===== src/rtl/pattern_sched_ctrl.sv =====
// Colour-bar pattern sequencer: gates the timing generator on panel config, blanks start-up
// frames, then steps the pattern on frame boundaries by dwell timer or host request.
module pattern_sched_ctrl #(
    parameter int NUM_PATTERNS = 8,
    parameter int PAT_W        = 3,
    parameter int FRAME_W      = 9,
    parameter int BLANK_FRAMES = 121,
    parameter int DWELL_FRAMES = 60,
    parameter int RSTN_FRAME   = 6
) (
    input  logic               i_sysclk,
    input  logic               w_sysclk_arstn,
    input  logic               i_confdone,
    input  logic               i_vs,
    input  logic               i_req_valid,
    input  logic [PAT_W-1:0]   i_req_pattern,
    input  logic               i_req_hold,
    output logic               o_req_ready,
    output logic               o_req_err,
    output logic               o_gen_rstn,
    output logic               o_pixel_rstn,
    output logic               o_blank,
    output logic [PAT_W-1:0]   o_pattern_sel,
    output logic [FRAME_W-1:0] o_frame_cnt,
    output logic [1:0]         o_state
);

    localparam int BLK_W = (BLANK_FRAMES > 1) ? $clog2(BLANK_FRAMES) : 1;
    localparam int DWL_W = (DWELL_FRAMES > 1) ? $clog2(DWELL_FRAMES) : 1;
    localparam logic [BLK_W-1:0]   BLK_LAST  = BLK_W'(BLANK_FRAMES - 1);
    localparam logic [DWL_W-1:0]   DWL_LAST  = DWL_W'(DWELL_FRAMES - 1);
    localparam logic [PAT_W-1:0]   PAT_LAST  = PAT_W'(NUM_PATTERNS - 1);
    localparam logic [PAT_W:0]     PAT_LIMIT = (PAT_W + 1)'(NUM_PATTERNS);
    localparam logic [FRAME_W-1:0] RSTN_AT   = FRAME_W'(RSTN_FRAME);

    typedef enum logic [1:0] {
        ST_IDLE      = 2'd0,
        ST_WAIT_CONF = 2'd1,
        ST_BLANK     = 2'd2,
        ST_RUN       = 2'd3
    } state_t;

    state_t             state_q, state_d;
    logic               conf_meta_q, conf_s_q, vs_d_q;
    logic [FRAME_W-1:0] frame_cnt_q, frame_cnt_d;
    logic [BLK_W-1:0]   blank_cnt_q, blank_cnt_d;
    logic [DWL_W-1:0]   dwell_cnt_q, dwell_cnt_d;
    logic               pend_q, pend_d, pend_hold_q, pend_hold_d, hold_q, hold_d;
    logic [PAT_W-1:0]   pend_pat_q, pend_pat_d, pat_q, pat_d;
    logic               gen_rstn_q, gen_rstn_d, pixel_rstn_q, pixel_rstn_d;
    logic               blank_q, blank_d, req_ready_q, req_ready_d, req_err_q, req_err_d;
    logic               tick_s, accept_s, req_bad_s;

    // Synchronise i_confdone and delay vsync for falling-edge detection.
    always_ff @(posedge i_sysclk or negedge w_sysclk_arstn) begin
        if (!w_sysclk_arstn) begin
            conf_meta_q <= 1'b0;
            conf_s_q    <= 1'b0;
            vs_d_q      <= 1'b0;
        end else begin
            conf_meta_q <= i_confdone;
            conf_s_q    <= conf_meta_q;
            vs_d_q      <= i_vs;
        end
    end

    // Next-state and registered-output logic.
    always_comb begin
        tick_s       = vs_d_q & ~i_vs;
        accept_s     = i_req_valid & req_ready_q;
        req_bad_s    = ({1'b0, i_req_pattern} >= PAT_LIMIT);
        state_d      = state_q;
        frame_cnt_d  = frame_cnt_q;
        blank_cnt_d  = blank_cnt_q;
        dwell_cnt_d  = dwell_cnt_q;
        pend_d       = pend_q;
        pend_pat_d   = pend_pat_q;
        pend_hold_d  = pend_hold_q;
        hold_d       = hold_q;
        pat_d        = pat_q;
        gen_rstn_d   = gen_rstn_q;
        pixel_rstn_d = pixel_rstn_q;
        blank_d      = blank_q;
        req_err_d    = 1'b0;
        case (state_q)
            ST_IDLE: begin
                state_d = ST_WAIT_CONF;
            end
            ST_WAIT_CONF: begin
                gen_rstn_d   = 1'b0;
                pixel_rstn_d = 1'b0;
                blank_d      = 1'b1;
                pat_d        = {PAT_W{1'b0}};
                frame_cnt_d  = {FRAME_W{1'b0}};
                blank_cnt_d  = {BLK_W{1'b0}};
                dwell_cnt_d  = {DWL_W{1'b0}};
                hold_d       = 1'b0;
                pend_d       = 1'b0;
                if (conf_s_q) begin
                    state_d    = ST_BLANK;
                    gen_rstn_d = 1'b1;
                end else begin
                    state_d = ST_WAIT_CONF;
                end
            end
            ST_BLANK, ST_RUN: begin
                if (!conf_s_q) begin
                    state_d      = ST_WAIT_CONF;
                    gen_rstn_d   = 1'b0;
                    pixel_rstn_d = 1'b0;
                    blank_d      = 1'b1;
                    pat_d        = {PAT_W{1'b0}};
                    frame_cnt_d  = {FRAME_W{1'b0}};
                    hold_d       = 1'b0;
                    pend_d       = 1'b0;
                end else begin
                    frame_cnt_d  = frame_cnt_q + FRAME_W'(tick_s);
                    // Release is sticky; a later counter wrap past RSTN_AT changes nothing.
                    pixel_rstn_d = pixel_rstn_q | (frame_cnt_d == RSTN_AT);
                    if (state_q == ST_BLANK) begin
                        blank_d = 1'b1;
                        if (tick_s) begin
                            blank_cnt_d = blank_cnt_q + BLK_W'(1'b1);
                            if (blank_cnt_q == BLK_LAST) begin
                                state_d     = ST_RUN;
                                blank_d     = 1'b0;
                                pat_d       = {PAT_W{1'b0}};
                                dwell_cnt_d = {DWL_W{1'b0}};
                            end else begin
                                state_d = ST_BLANK;
                            end
                        end else begin
                            blank_cnt_d = blank_cnt_q;
                        end
                    end else begin
                        blank_d   = 1'b0;
                        req_err_d = accept_s & req_bad_s;
                        if (accept_s && !req_bad_s) begin
                            pend_d      = 1'b1;
                            pend_pat_d  = i_req_pattern;
                            pend_hold_d = i_req_hold;
                        end else begin
                            pend_d = pend_q;
                        end
                        // A request accepted on the tick cycle is applied immediately.
                        if (tick_s) begin
                            if (pend_d) begin
                                pat_d       = pend_pat_d;
                                hold_d      = pend_hold_d;
                                dwell_cnt_d = {DWL_W{1'b0}};
                                pend_d      = 1'b0;
                            end else if (hold_q) begin
                                dwell_cnt_d = dwell_cnt_q;
                            end else if (dwell_cnt_q == DWL_LAST) begin
                                pat_d       = (pat_q == PAT_LAST) ? {PAT_W{1'b0}} : pat_q + PAT_W'(1'b1);
                                dwell_cnt_d = {DWL_W{1'b0}};
                            end else begin
                                dwell_cnt_d = dwell_cnt_q + DWL_W'(1'b1);
                            end
                        end else begin
                            dwell_cnt_d = dwell_cnt_q;
                        end
                    end
                end
            end
            default: begin
                state_d = ST_IDLE;
            end
        endcase
        req_ready_d = (state_d == ST_RUN) & ~pend_d;
    end

    // State and output registers.
    always_ff @(posedge i_sysclk or negedge w_sysclk_arstn) begin
        if (!w_sysclk_arstn) begin
            state_q      <= ST_IDLE;
            frame_cnt_q  <= {FRAME_W{1'b0}};
            blank_cnt_q  <= {BLK_W{1'b0}};
            dwell_cnt_q  <= {DWL_W{1'b0}};
            pend_q       <= 1'b0;
            pend_pat_q   <= {PAT_W{1'b0}};
            pend_hold_q  <= 1'b0;
            hold_q       <= 1'b0;
            pat_q        <= {PAT_W{1'b0}};
            gen_rstn_q   <= 1'b0;
            pixel_rstn_q <= 1'b0;
            blank_q      <= 1'b1;
            req_ready_q  <= 1'b0;
            req_err_q    <= 1'b0;
        end else begin
            state_q      <= state_d;
            frame_cnt_q  <= frame_cnt_d;
            blank_cnt_q  <= blank_cnt_d;
            dwell_cnt_q  <= dwell_cnt_d;
            pend_q       <= pend_d;
            pend_pat_q   <= pend_pat_d;
            pend_hold_q  <= pend_hold_d;
            hold_q       <= hold_d;
            pat_q        <= pat_d;
            gen_rstn_q   <= gen_rstn_d;
            pixel_rstn_q <= pixel_rstn_d;
            blank_q      <= blank_d;
            req_ready_q  <= req_ready_d;
            req_err_q    <= req_err_d;
        end
    end

    assign o_req_ready   = req_ready_q;
    assign o_req_err     = req_err_q;
    assign o_gen_rstn    = gen_rstn_q;
    assign o_pixel_rstn  = pixel_rstn_q;
    assign o_blank       = blank_q;
    assign o_pattern_sel = pat_q;
    assign o_frame_cnt   = frame_cnt_q;
    assign o_state       = state_q;

endmodule


===== config.mk =====
export PLATFORM = sky130hd
export DESIGN_NAME = pattern_sched_ctrl
export DESIGN_NICKNAME = d
export VERILOG_FILES = /design/src/rtl/pattern_sched_ctrl.sv
export SDC_FILE = /design/constraint.sdc
export NUM_CORES = 1
export LEC_CHECK = 0
export CORE_MARGIN = 2
export CORE_UTILIZATION = 26
export DETAILED_ROUTE_END_ITERATION = 7
export PLACE_DENSITY = 0.51
export SLEW_MARGIN = 25
export SYNTH_ARGS = -nofsm -noshare
export SYNTH_HDL_FRONTEND = slang
export SYNTH_SLANG_ARGS = --single-unit

===== constraint.sdc =====
create_clock -name i_sysclk -period 2.3 [get_ports i_sysclk]
set_input_delay 0.345 -clock i_sysclk [delete_from_list [all_inputs] [get_ports i_sysclk]]
set_output_delay 0.345 -clock i_sysclk [all_outputs]
set_load 0.03 [all_outputs]

==> flow_summary.yaml <==
outcome:
  status: "finished clean"
sta:
  hold_viol_final: 0
  max_slew.worst_pin.slew_ns: 0.538
  finalCritPeriodShare_pct: 89.6
  rsz0062_at_grt: "no"
  slew_violations: 0
  setup_viol: 0
  max_slew_margin_pct: 64.2
  final.setup.tns_ns: 0
  skew_ns: 0.00584
  setup_ws_ns: 0.239
  fin_worst_hold_slack_ns: 0.112
  fmax_mhz: 485
  period_needed_ns: 2.06
final_layout:
  antenna_cells: 0
  finalNonFillerCells: 373
  fin_nets: 283
  drive_above_1_share_pct: 14.2
  nFillCells: 871
  area_growth_pct: 25.7
  final_cell_area_um2: 2750
  post-route-util_pct: 33.6
drt:
  first_pass_iters: 4
  first_iter_violations: 103
  finalWirelength_mm: 4.87
  via_per_inst: 4.83
  drc: 0
  routedWlPerCell_um: 13.1
  num_vias: 1800
  drtAntennaViolNets: 0
global_route:
  grt_pass1_vias: 1766
  grtUsageTotal_pct: 11.7
  antenna_found_initial: 0
  gr-total-overflow: 0
  grt_pass1_wl_mm: 8.53
  grt_max_degree: 41
clocking:
  clock_latency_ns: 0.29
  clockBufferDepth: 2
  ctsHtreeMaxLevel: 2
  cts_sinks: 40
  numCtsBuffers: 5
  clkTransAtPathRegs_ns: 0.08
  cts_setup_buffers: 0
  cts_resized: 0
  cts_hold_buf: 0
  clock-root-buffer: "clkbuf_8"
  cts_tree: "built"
die:
  die_w_um: 95.7
  core_area_um2: 8180
  initial_core_util_pct: 26.7
  ioPinCount: 28
  rows: 33
  die_area_um2: 9160
  fp.dieH_um: 95.7
worst_setup_path:
  start_kind: "primary input"
  crit_chain: "clkdlybuf4s50_1 -> nand2b_4 -> inv_1 -> ha_1 -> ha_1 -> and3_1 -> and3_1 -> nand3_1 -> xor2_1 -> o21ai_0"
  critPathMaxFanout: 4
  critical_path.max_stage_delay_ns: 0.51
  worst-path-buf-inv: 2
  cp_data_arrival_time_ns: 2.23
  slowest_stage: "clkdlybuf4s50_1"
  worstSetupPathType: "primary input to register"
  required_ns: 2.47
  crit_family: "simple AND/OR/NAND/NOR gates"
  critPathCaptureType: "register"
logic_synthesis:
  synthCells: 229
  yosysSeqAreaShare_pct: 45.9
  yosysWarnings: 0
  ys_ff_latch: 40
  yosys.cell_types.count: 49
  ys.flop_type: "dfrtp_1"
  synth_top_area_share_pct: 44.6
  ys_async_sr_fraction_pct: 100
  synth_edf_count: 0
  netlist_area_um2: 2190
  postSynthAreaPerCell_um2: 9.55
  syn_nets: 245
  yosys.area.top_type: "dfrtp_1"
  synthTopCellsByArea: "dfrtp_1 45%, o21ai_0 5.3%, nand2_1 4.1%"
  synth.most_common_cell: "dfrtp_1"
  synth_common_cells: "39 x dfrtp_1, 24 x nand2_1, 23 x o21ai_0"
min_path:
  hold_class: "primary input to asynchronous set/reset pin"
power:
  power.density_nw_per_um2: 591
  ir_worst_vdd_uv: 206
  p_leak_nw: 1.17
  p_total_mw: 1.62
flow_run:
  maxCapViolCount: 0
placed_design:
  placedCellCount: 365
  preCtsSetupSlack_ns: -0.0700
  routabilityCongestion: 0.767
  hpwl_mm: 3.50
  placed_cell_area_um2: 2640
  numPortBuffers: 26
-- placed cells by master, fill, tap and decap left out, drive strengths merged, types with 2 or more instances in the layout --
| master | count |
|---|---|
| nor2b | 2 |
| nor4 | 3 |
| inv | 7 |
| dfrtp | 39 |
| o31ai | 2 |
| o21ai | 26 |
| xnor2 | 4 |
| xor2 | 3 |
| clkbuf | 5 |
| o311ai | 3 |
| nand3 | 10 |
| ha | 7 |
| a22o | 3 |
| nand2 | 24 |
| o211ai | 3 |
| o22ai | 5 |
| clkdlybuf4s50 | 25 |
| a211oi | 3 |
| mux2 | 7 |
| a21oi | 10 |
| mux2i | 4 |
| nor3 | 8 |
| nor2 | 17 |
| buf | 16 |
| and3 | 7 |
| nand2b | 4 |
-- cell type report --
class	instances	area (um^2)	area share (%)
multi-input cells	172	1110	40.3
flip-flops and latches	40	1000	36.5
repair buffers	41	368	13.4
well taps	105	131	4.78
clock buffers	5	68.8	2.50
clock inverters	3	42.5	1.55
inverters	7	26.3	0.956
-- registers in the layout, summed over array words and instances, names as in the netlist --
| signal | count |
|---|---|
| blank_cnt_q | 7 |
| hold_q | 1 |
| o_pixel_rstn | 1 |
| vs_d_q | 1 |
| o_gen_rstn | 1 |
| o_state | 2 |
| dwell_cnt_q | 6 |
| o_pattern_sel | 3 |
| o_frame_cnt | 9 |
| pend_q | 1 |
| pend_pat_q | 3 |
| pend_hold_q | 1 |
| conf_meta_q | 1 |
| conf_s_q | 1 |
| o_req_ready | 1 |
| o_blank | 1 |
-- layer usage --
metal	vias to the layer above	routed length, um	global-route usage, %
met5	-	0	0
met4	0	43	3.21
met3	5	172	2.27
met2	31	2110	17.8
met1	849	2550	17.0
li1	915	-	-
-- final timing paths --
kind,start,endpoint,slack [ns],cells after the start
setup / recovery,i_vs,o_frame_cnt[8],0.24,10
max in group asynchronous,w_sysclk_arstn,o_blank,1.80,2
hold reg to reg,conf_meta_q,conf_s_q,0.35,0
hold / removal,w_sysclk_arstn,dwell_cnt_q[4],0.11,2
setup reg to reg,blank_cnt_q[0],dwell_cnt_q[4],0.30,7
min in group i_sysclk,conf_meta_q,conf_s_q,0.35,0
-- power by group --
group	total (mW)	switching [mW]	internal [mW]	leakage [nW]
clock network	0.582	0.261	0.321	0.0541
registers	0.786	0.0411	0.745	0.533
logic	0.256	0.141	0.114	0.586
-- logic make-up (layout without fill, tap and decap cells) --
logic type      after synthesis  count (layout)  share of synthesized area [%]
mux                          11              11                           5.44
other cells                   1               1                          0.172
compound gates               64              64                           19.4
fa+ha+maj                     7               7                           4.01
buf+inv                      17              56                           3.43
xor+xnor                      7               7                           2.80
simple gates                 82              82                           18.9
flops                        40              40                           45.9
(Power assumes the default switching activity.)
